[src/rtl/sr_pulse_driver_if.sv]
// Request/command bundle between the request source and sr_pulse_driver.
// q_model is present only when SR_DRV_MIRROR_EN is defined.
interface sr_pulse_driver_if;
  logic set_in;
  logic reset_in;
  logic s;
  logic r;
  logic busy;
  logic conflict;
`ifdef SR_DRV_MIRROR_EN
  logic q_model;

  modport master (
    output set_in,
    output reset_in,
    input  s,
    input  r,
    input  busy,
    input  conflict,
    input  q_model
  );

  modport slave (
    input  set_in,
    input  reset_in,
    output s,
    output r,
    output busy,
    output conflict,
    output q_model
  );
`else
  modport master (
    output set_in,
    output reset_in,
    input  s,
    input  r,
    input  busy,
    input  conflict
  );

  modport slave (
    input  set_in,
    input  reset_in,
    output s,
    output r,
    output busy,
    output conflict
  );
`endif
endinterface

[src/rtl/sr_pulse_driver.sv]
// Debounces set/reset requests and issues clean, gapped, never-overlapping s/r pulses for sr_latch.
// Optional SR_DRV_MIRROR_EN adds q_model and drops commands that would not change the latch.
module sr_pulse_driver #(
  parameter int unsigned DB_CYCLES    = 4,
  parameter int unsigned PULSE_W      = 2,
  parameter int unsigned GAP_W        = 1,
  parameter bit          PRIORITY_SET = 1'b1
) (
  input logic              clk,
  input logic              rst,
  sr_pulse_driver_if.slave bus
);

  // Input index 0 is the set path, 1 is the reset path.
  localparam int unsigned NumIn     = 2;
  localparam logic [7:0]  DbLimit   = 8'(DB_CYCLES);
  localparam logic [3:0]  PulseLast = 4'(PULSE_W - 1);
  localparam logic [3:0]  GapLast   = 4'(GAP_W - 1);

  typedef enum logic [1:0] {
    StIdle,
    StPulseS,
    StPulseR,
    StGap
  } state_e;

  logic [1:0] raw;
  logic [1:0] sync1_q, sync1_d;
  logic [1:0] sync2_q, sync2_d;
  logic [1:0] db_q, db_d;
  logic [1:0] req_q, req_d;
  logic [7:0] dbc_q [NumIn];
  logic [7:0] dbc_d [NumIn];

  state_e     state_q, state_d;
  logic [3:0] cnt_q, cnt_d;
  logic       pend_vld_q, pend_vld_d;
  logic       pend_set_q, pend_set_d;
  logic       s_q, s_d;
  logic       r_q, r_d;
  logic       conflict_q, conflict_d;

  logic       win_vld, win_set, win_drop;
  logic       disp_vld, disp_set, disp_drop;

  assign raw = {bus.reset_in, bus.set_in};

  // Synchronizers and debouncers; req_d flags a debounced rising transition.
  always_comb begin
    sync1_d = raw;
    sync2_d = sync1_q;
    db_d    = db_q;
    req_d   = '0;
    for (int i = 0; i < NumIn; i++) begin
      dbc_d[i] = '0;
      if (sync2_q[i] != db_q[i]) begin
        if (dbc_q[i] + 8'd1 == DbLimit) begin
          db_d[i]  = ~db_q[i];
          req_d[i] = ~db_q[i];
        end else begin
          dbc_d[i] = dbc_q[i] + 8'd1;
        end
      end
    end
  end

  // Conflict resolution: the losing request of a simultaneous pair is discarded.
  assign win_vld  = |req_q;
  assign win_set  = (&req_q) ? PRIORITY_SET : req_q[0];

  // At the end of a gap a request arriving that same cycle is newer than the slot.
  assign disp_vld = win_vld | pend_vld_q;
  assign disp_set = win_vld ? win_set : pend_set_q;

`ifdef SR_DRV_MIRROR_EN
  logic q_model_q, q_model_d;

  assign win_drop    = (win_set == q_model_q);
  assign disp_drop   = (disp_set == q_model_q);
  assign bus.q_model = q_model_q;
`else
  assign win_drop  = 1'b0;
  assign disp_drop = 1'b0;
`endif

  always_comb begin
    state_d    = state_q;
    cnt_d      = cnt_q;
    pend_vld_d = pend_vld_q;
    pend_set_d = pend_set_q;
`ifdef SR_DRV_MIRROR_EN
    q_model_d  = q_model_q;
`endif
    unique case (state_q)
      StIdle: begin
        if (win_vld && !win_drop) begin
          state_d = win_set ? StPulseS : StPulseR;
          cnt_d   = '0;
        end
      end
      StPulseS, StPulseR: begin
        if (win_vld) begin
          pend_vld_d = 1'b1;
          pend_set_d = win_set;
        end
        if (cnt_q == PulseLast) begin
          state_d   = StGap;
          cnt_d     = '0;
`ifdef SR_DRV_MIRROR_EN
          q_model_d = (state_q == StPulseS);
`endif
        end else begin
          cnt_d = cnt_q + 4'd1;
        end
      end
      StGap: begin
        if (cnt_q == GapLast) begin
          cnt_d      = '0;
          pend_vld_d = 1'b0;
          if (disp_vld && !disp_drop) begin
            state_d = disp_set ? StPulseS : StPulseR;
          end else begin
            state_d = StIdle;
          end
        end else begin
          cnt_d = cnt_q + 4'd1;
          if (win_vld) begin
            pend_vld_d = 1'b1;
            pend_set_d = win_set;
          end
        end
      end
      default: state_d = StIdle;
    endcase
  end

  // Outputs are registered decodes of the next state, so s and r can never overlap.
  always_comb begin
    s_d        = (state_d == StPulseS);
    r_d        = (state_d == StPulseR);
    conflict_d = &req_q;
  end

  always_ff @(posedge clk) begin
    if (rst) begin
      sync1_q    <= '0;
      sync2_q    <= '0;
      db_q       <= '0;
      req_q      <= '0;
      dbc_q      <= '{default: '0};
      state_q    <= StIdle;
      cnt_q      <= '0;
      pend_vld_q <= 1'b0;
      pend_set_q <= 1'b0;
      s_q        <= 1'b0;
      r_q        <= 1'b0;
      conflict_q <= 1'b0;
`ifdef SR_DRV_MIRROR_EN
      q_model_q  <= 1'b0;
`endif
    end else begin
      sync1_q    <= sync1_d;
      sync2_q    <= sync2_d;
      db_q       <= db_d;
      req_q      <= req_d;
      dbc_q      <= dbc_d;
      state_q    <= state_d;
      cnt_q      <= cnt_d;
      pend_vld_q <= pend_vld_d;
      pend_set_q <= pend_set_d;
      s_q        <= s_d;
      r_q        <= r_d;
      conflict_q <= conflict_d;
`ifdef SR_DRV_MIRROR_EN
      q_model_q  <= q_model_d;
`endif
    end
  end

  assign bus.s        = s_q;
  assign bus.r        = r_q;
  assign bus.busy     = (state_q != StIdle);
  assign bus.conflict = conflict_q;

endmodule
[src/flat_wrapper.sv]
// flat-port wrapper written by rule: the top's interface ports become plain ports
module sr_pulse_driver_flat 
#(
  parameter int unsigned DB_CYCLES    = 4,
  parameter int unsigned PULSE_W      = 2,
  parameter int unsigned GAP_W        = 1,
  parameter bit          PRIORITY_SET = 1'b1
)
  (clk, rst, bus_set_in, bus_reset_in, bus_s, bus_r, bus_busy, bus_conflict);
  sr_pulse_driver_if bus_i ();
  input logic clk;
  input logic rst;
  input wire logic [$bits(bus_i.set_in)-1:0] bus_set_in;
  input wire logic [$bits(bus_i.reset_in)-1:0] bus_reset_in;
  output wire logic [$bits(bus_i.s)-1:0] bus_s;
  output wire logic [$bits(bus_i.r)-1:0] bus_r;
  output wire logic [$bits(bus_i.busy)-1:0] bus_busy;
  output wire logic [$bits(bus_i.conflict)-1:0] bus_conflict;
  assign bus_i.set_in = bus_set_in;
  assign bus_i.reset_in = bus_reset_in;
  assign bus_s = bus_i.s;
  assign bus_r = bus_i.r;
  assign bus_busy = bus_i.busy;
  assign bus_conflict = bus_i.conflict;
  sr_pulse_driver #(.DB_CYCLES(DB_CYCLES), .PULSE_W(PULSE_W), .GAP_W(GAP_W), .PRIORITY_SET(PRIORITY_SET)) u_core (.clk(clk), .rst(rst), .bus(bus_i));
endmodule
[config.mk]
export PLATFORM = sky130hd
export DESIGN_NAME = sr_pulse_driver_flat
export DESIGN_NICKNAME = d
export VERILOG_FILES = /design/src/rtl/sr_pulse_driver_if.sv /design/src/rtl/sr_pulse_driver.sv /design/src/flat_wrapper.sv
export SDC_FILE = /design/constraint.sdc
export NUM_CORES = 1
export LEC_CHECK = 0
export CAP_MARGIN = 20
export CORE_MARGIN = 2
export CORE_UTILIZATION = 30
export DETAILED_ROUTE_END_ITERATION = 8
export SLEW_MARGIN = 20
export SYNTH_ARGS = -nofsm -noshare
export SYNTH_HDL_FRONTEND = slang
export SYNTH_SLANG_ARGS = --single-unit
[constraint.sdc]
create_clock -name clk -period 3.6 [get_ports clk]
set_input_delay 1.08 -clock clk [delete_from_list [all_inputs] [get_ports clk]]
set_output_delay 1.08 -clock clk [all_outputs]
set_load 0.01 [all_outputs]
==> run_results.csv <==
group,metric,value,unit
outcome,outcome,"finished clean",
drt,drtPass1Iterations,4,
drt,detail-route-antenna-nets,0,
layout,diodes,0,
synth,syn-instance-count,183,
layout,area_growth,15.12,%
die,start_util,30.57,%
place,dpl.hpwl,1.996,mm
die,io_pins,8,
global_routing,groute.usage.overall,9.598,%
drt,vias,1206,
clock_network,clk_path_buf_depth,2,
sta,setup_viol,0,
layout,nets,207,
synth,yosysTopAreaCellShare,42.14,%
clock_network,cts_tree,"done",
sta,timing.fmax,371.9,MHz
setup_path,end_kind,"output pin",
layout,fin_area,1914,µm²
clock_network,clock_latency,0.28,ns
global_routing,grt_pass1_vias,1103,
clock_network,postCtsHoldBufs,0,
setup_path,worstSetupPathType,"flip-flop to output pin",
synth,ys_top_cells_by_area,"dfxtp_1 42%, ha_1 6.8%, nor2_1 6.8%",
clock_network,clk_pin_slew,0.07,ns
sta,rsz0062_at_grt,"no",
power_and_ir_drop,p_total,751.0,µW
power_and_ir_drop,power.leakage,0.6626,nW
drt,drt-initial-drc-count,36,
global_routing,grt_pass1_wl,4.678,mm
global_routing,grtUsageMet3,3.678,%
sta,min_period,2.689,ns
power_and_ir_drop,peakVddDrop,0.3100,mV
clock_network,clock-sinks,35,
setup_path,startpoint_type,"flip-flop",
synth,syn_avg_cell_area,9.087,µm²
setup_path,critPathBufInv,3,
worst_hold_path,min_path_type,"flip-flop to flip-flop",
place,dpl_worst_slack,1.200,ns
synth,ys_top_cells_by_count,"35 x dfxtp_1, 30 x nor2_1, 11 x nand2b_1",
global_routing,grt_max_degree,22,
drt,via_per_inst,4.517,
die,fp.dieH,78.45,µm
sta,final.setup_skew,0.004400,ns
clock_network,post_cts.repair.setup_buffers,0,
power_and_ir_drop,powerDensity,392.3,nW/µm²
place,io_buffers,7,
setup_path,crit_slowest_cell,"clkdlybuf4s50_1",
drt,wirelength,2.715,mm
synth,synth_fp_nets,196,
clock_network,htree_levels,2,
setup_path,path_cells,"inv_1 > ha_1 > inv_1 > clkdlybuf4s50_1",
place,postPlaceCellArea,1814,µm²
global_routing,grt_busiest_layer,"met2",
sta,hold-worst-slack,0.4361,ns
sta,period_share,74.69,%
setup_path,worstPathMaxFanout,7,
layout,n_fill_cell,545,
setup_path,worstPathArrival,1.61,ns
die,dieArea,6154,µm²
die,die_x,78.45,µm
drt,wl_per_cell,10.17,µm
layout,multi_input_area,912.1,µm²
place,gp_congestion,0.7729,
synth,synth_top_cell_by_area,"dfxtp_1",
layout,finalCoreUtilization,35.20,%
clock_network,cts_made_buffers,5,
global_routing,antenna_found_initial,0,
synth,yosysWarnings,0,
synth,ys.flop_type,"dfxtp_1",
setup_path,crit_top_cell,"inv_1",
setup_path,critPathTopFamily,"buffers and inverters",
synth,yosysSeqAreaShare,42.14,%
layout,regArea,700.7,µm²
layout,drive_gt1_share,9.231,%
global_routing,use_met1,10.88,%
setup_path,cp.required,2.52,ns
drt,post-route-drc-count,0,
clock_network,ctsRootBufferMaster,"clkbuf_8",
global_routing,use_met2,15.52,%
setup_path,ff2ff_setup_slack,1.82,ns
die,core-area,5439,µm²
die,row_count,27,
sta,slew-limit-headroom,70.31,%
synth,yosysMostFrequentCell,"dfxtp_1",
setup_path,slowest_delay,0.53,ns
run,drv_cap,0,
synth,synth_cell_types,47,
place,dp_cells,259,
synth,synthArstFlopShare,0,%
sta,slew_viol_final,0,
sta,hold_violations,0,
layout,fin_cells,267,
synth,ys_ff_latch,35,
sta,tightest_slew,0.4440,ns
synth,syn_area,1663,µm²
synth,synth_edf_count,0,
sta,postLayoutSetupSlackWorst,0.9111,ns
global_routing,overflow,0,
clock_network,cts_resized,0,
sta,tns,0,ns
==> state kept, by name, indices dropped and copies added (netlist names) <==
register             cells
u_core.dbc_q            16
u_core.cnt_q             4
u_core.db_q              2
u_core.req_q             2
u_core.state_q           2
u_core.sync1_q           2
u_core.sync2_q           2
u_core.bus.conflict      1
u_core.bus.r             1
u_core.bus.s             1
u_core.pend_set_q        1
u_core.pend_vld_q        1
==> worst reg2reg max path: stages (launching register included) <==
cell,delay [ns]
dfxtp_1,0.36
ha_1,0.26
xnor2_1,0.15
nor4b_1,0.30
and4_1,0.41
nor3b_2,0.21
==> report_power, final <==
group	switching, mW	internal [mW]
clock	0.126	0.174
sequential	0.00412	0.394
combinational	0.0284	0.0243
total	0.158	0.593
==> cells by family (layout without fill, tap and decap cells) <==
logic type                 Yosys count  in the layout  share of synthesized area, %
xor gates and xnor gates            13             13                         6.847
buffers and inverters               13             25                         3.009
and+or+nand+nor                     83             83                         27.32
AOI/OAI and AO/OA                   29             29                         13.32
muxes                                1              1                        0.6020
DFF                                 35             35                         42.14
adders and majority gates            9              9                         6.772
==> layout make-up <==
cell class	count	area share, %
inverters	9	1.765
flip-flops and latches	35	36.60
repair buffers	8	4.052
clock buffers	8	5.229
multi-input cells	135	47.65
well taps	72	4.706
==> cells in the final DEF, fill, tap and decap left out, drive strengths merged, types with 2 or more instances in the layout <==
master         synthesis  layout
inv                    9       9
nand2                  4       4
a21oi                  8       8
ha                     9       9
nor3                   6       6
nand2b                11      11
nor2b                  6       6
xor2                   5       5
nand3                  8       8
a211oi                 2       2
nand4                  3       3
dfxtp                 35      35
xnor2                  8       8
clkdlybuf4s50          0       7
or3                    2       2
o31ai                  2       2
nor2                  31      31
nor3b                  4       4
o21ai                  5       5
clkbuf                 3       8
==> path summary, 6_finish.rpt <==
| kind | startpoint | to | cells past startpoint |
|---|---|---|---|
| max | u_core.state_q[0] | bus_busy | 4 |
| min | u_core.sync1_q[0] | u_core.sync2_q[0] | 1 |
| max reg2reg | u_core.dbc_q[8] | u_core.req_q[0] | 5 |
| min reg2reg | u_core.sync1_q[0] | u_core.sync2_q[0] | 1 |
==> metal layers <==
| layer | vias up | share of wire (%) |
|---|---|---|
| li1 | 654 | - |
| met1 | 539 | 49 |
| met2 | 11 | 47 |
| met3 | 2 | 3.1 |
| met4 | 0 | 0.59 |
| met5 | - | 0 |
(Power assumes the default switching activity.)
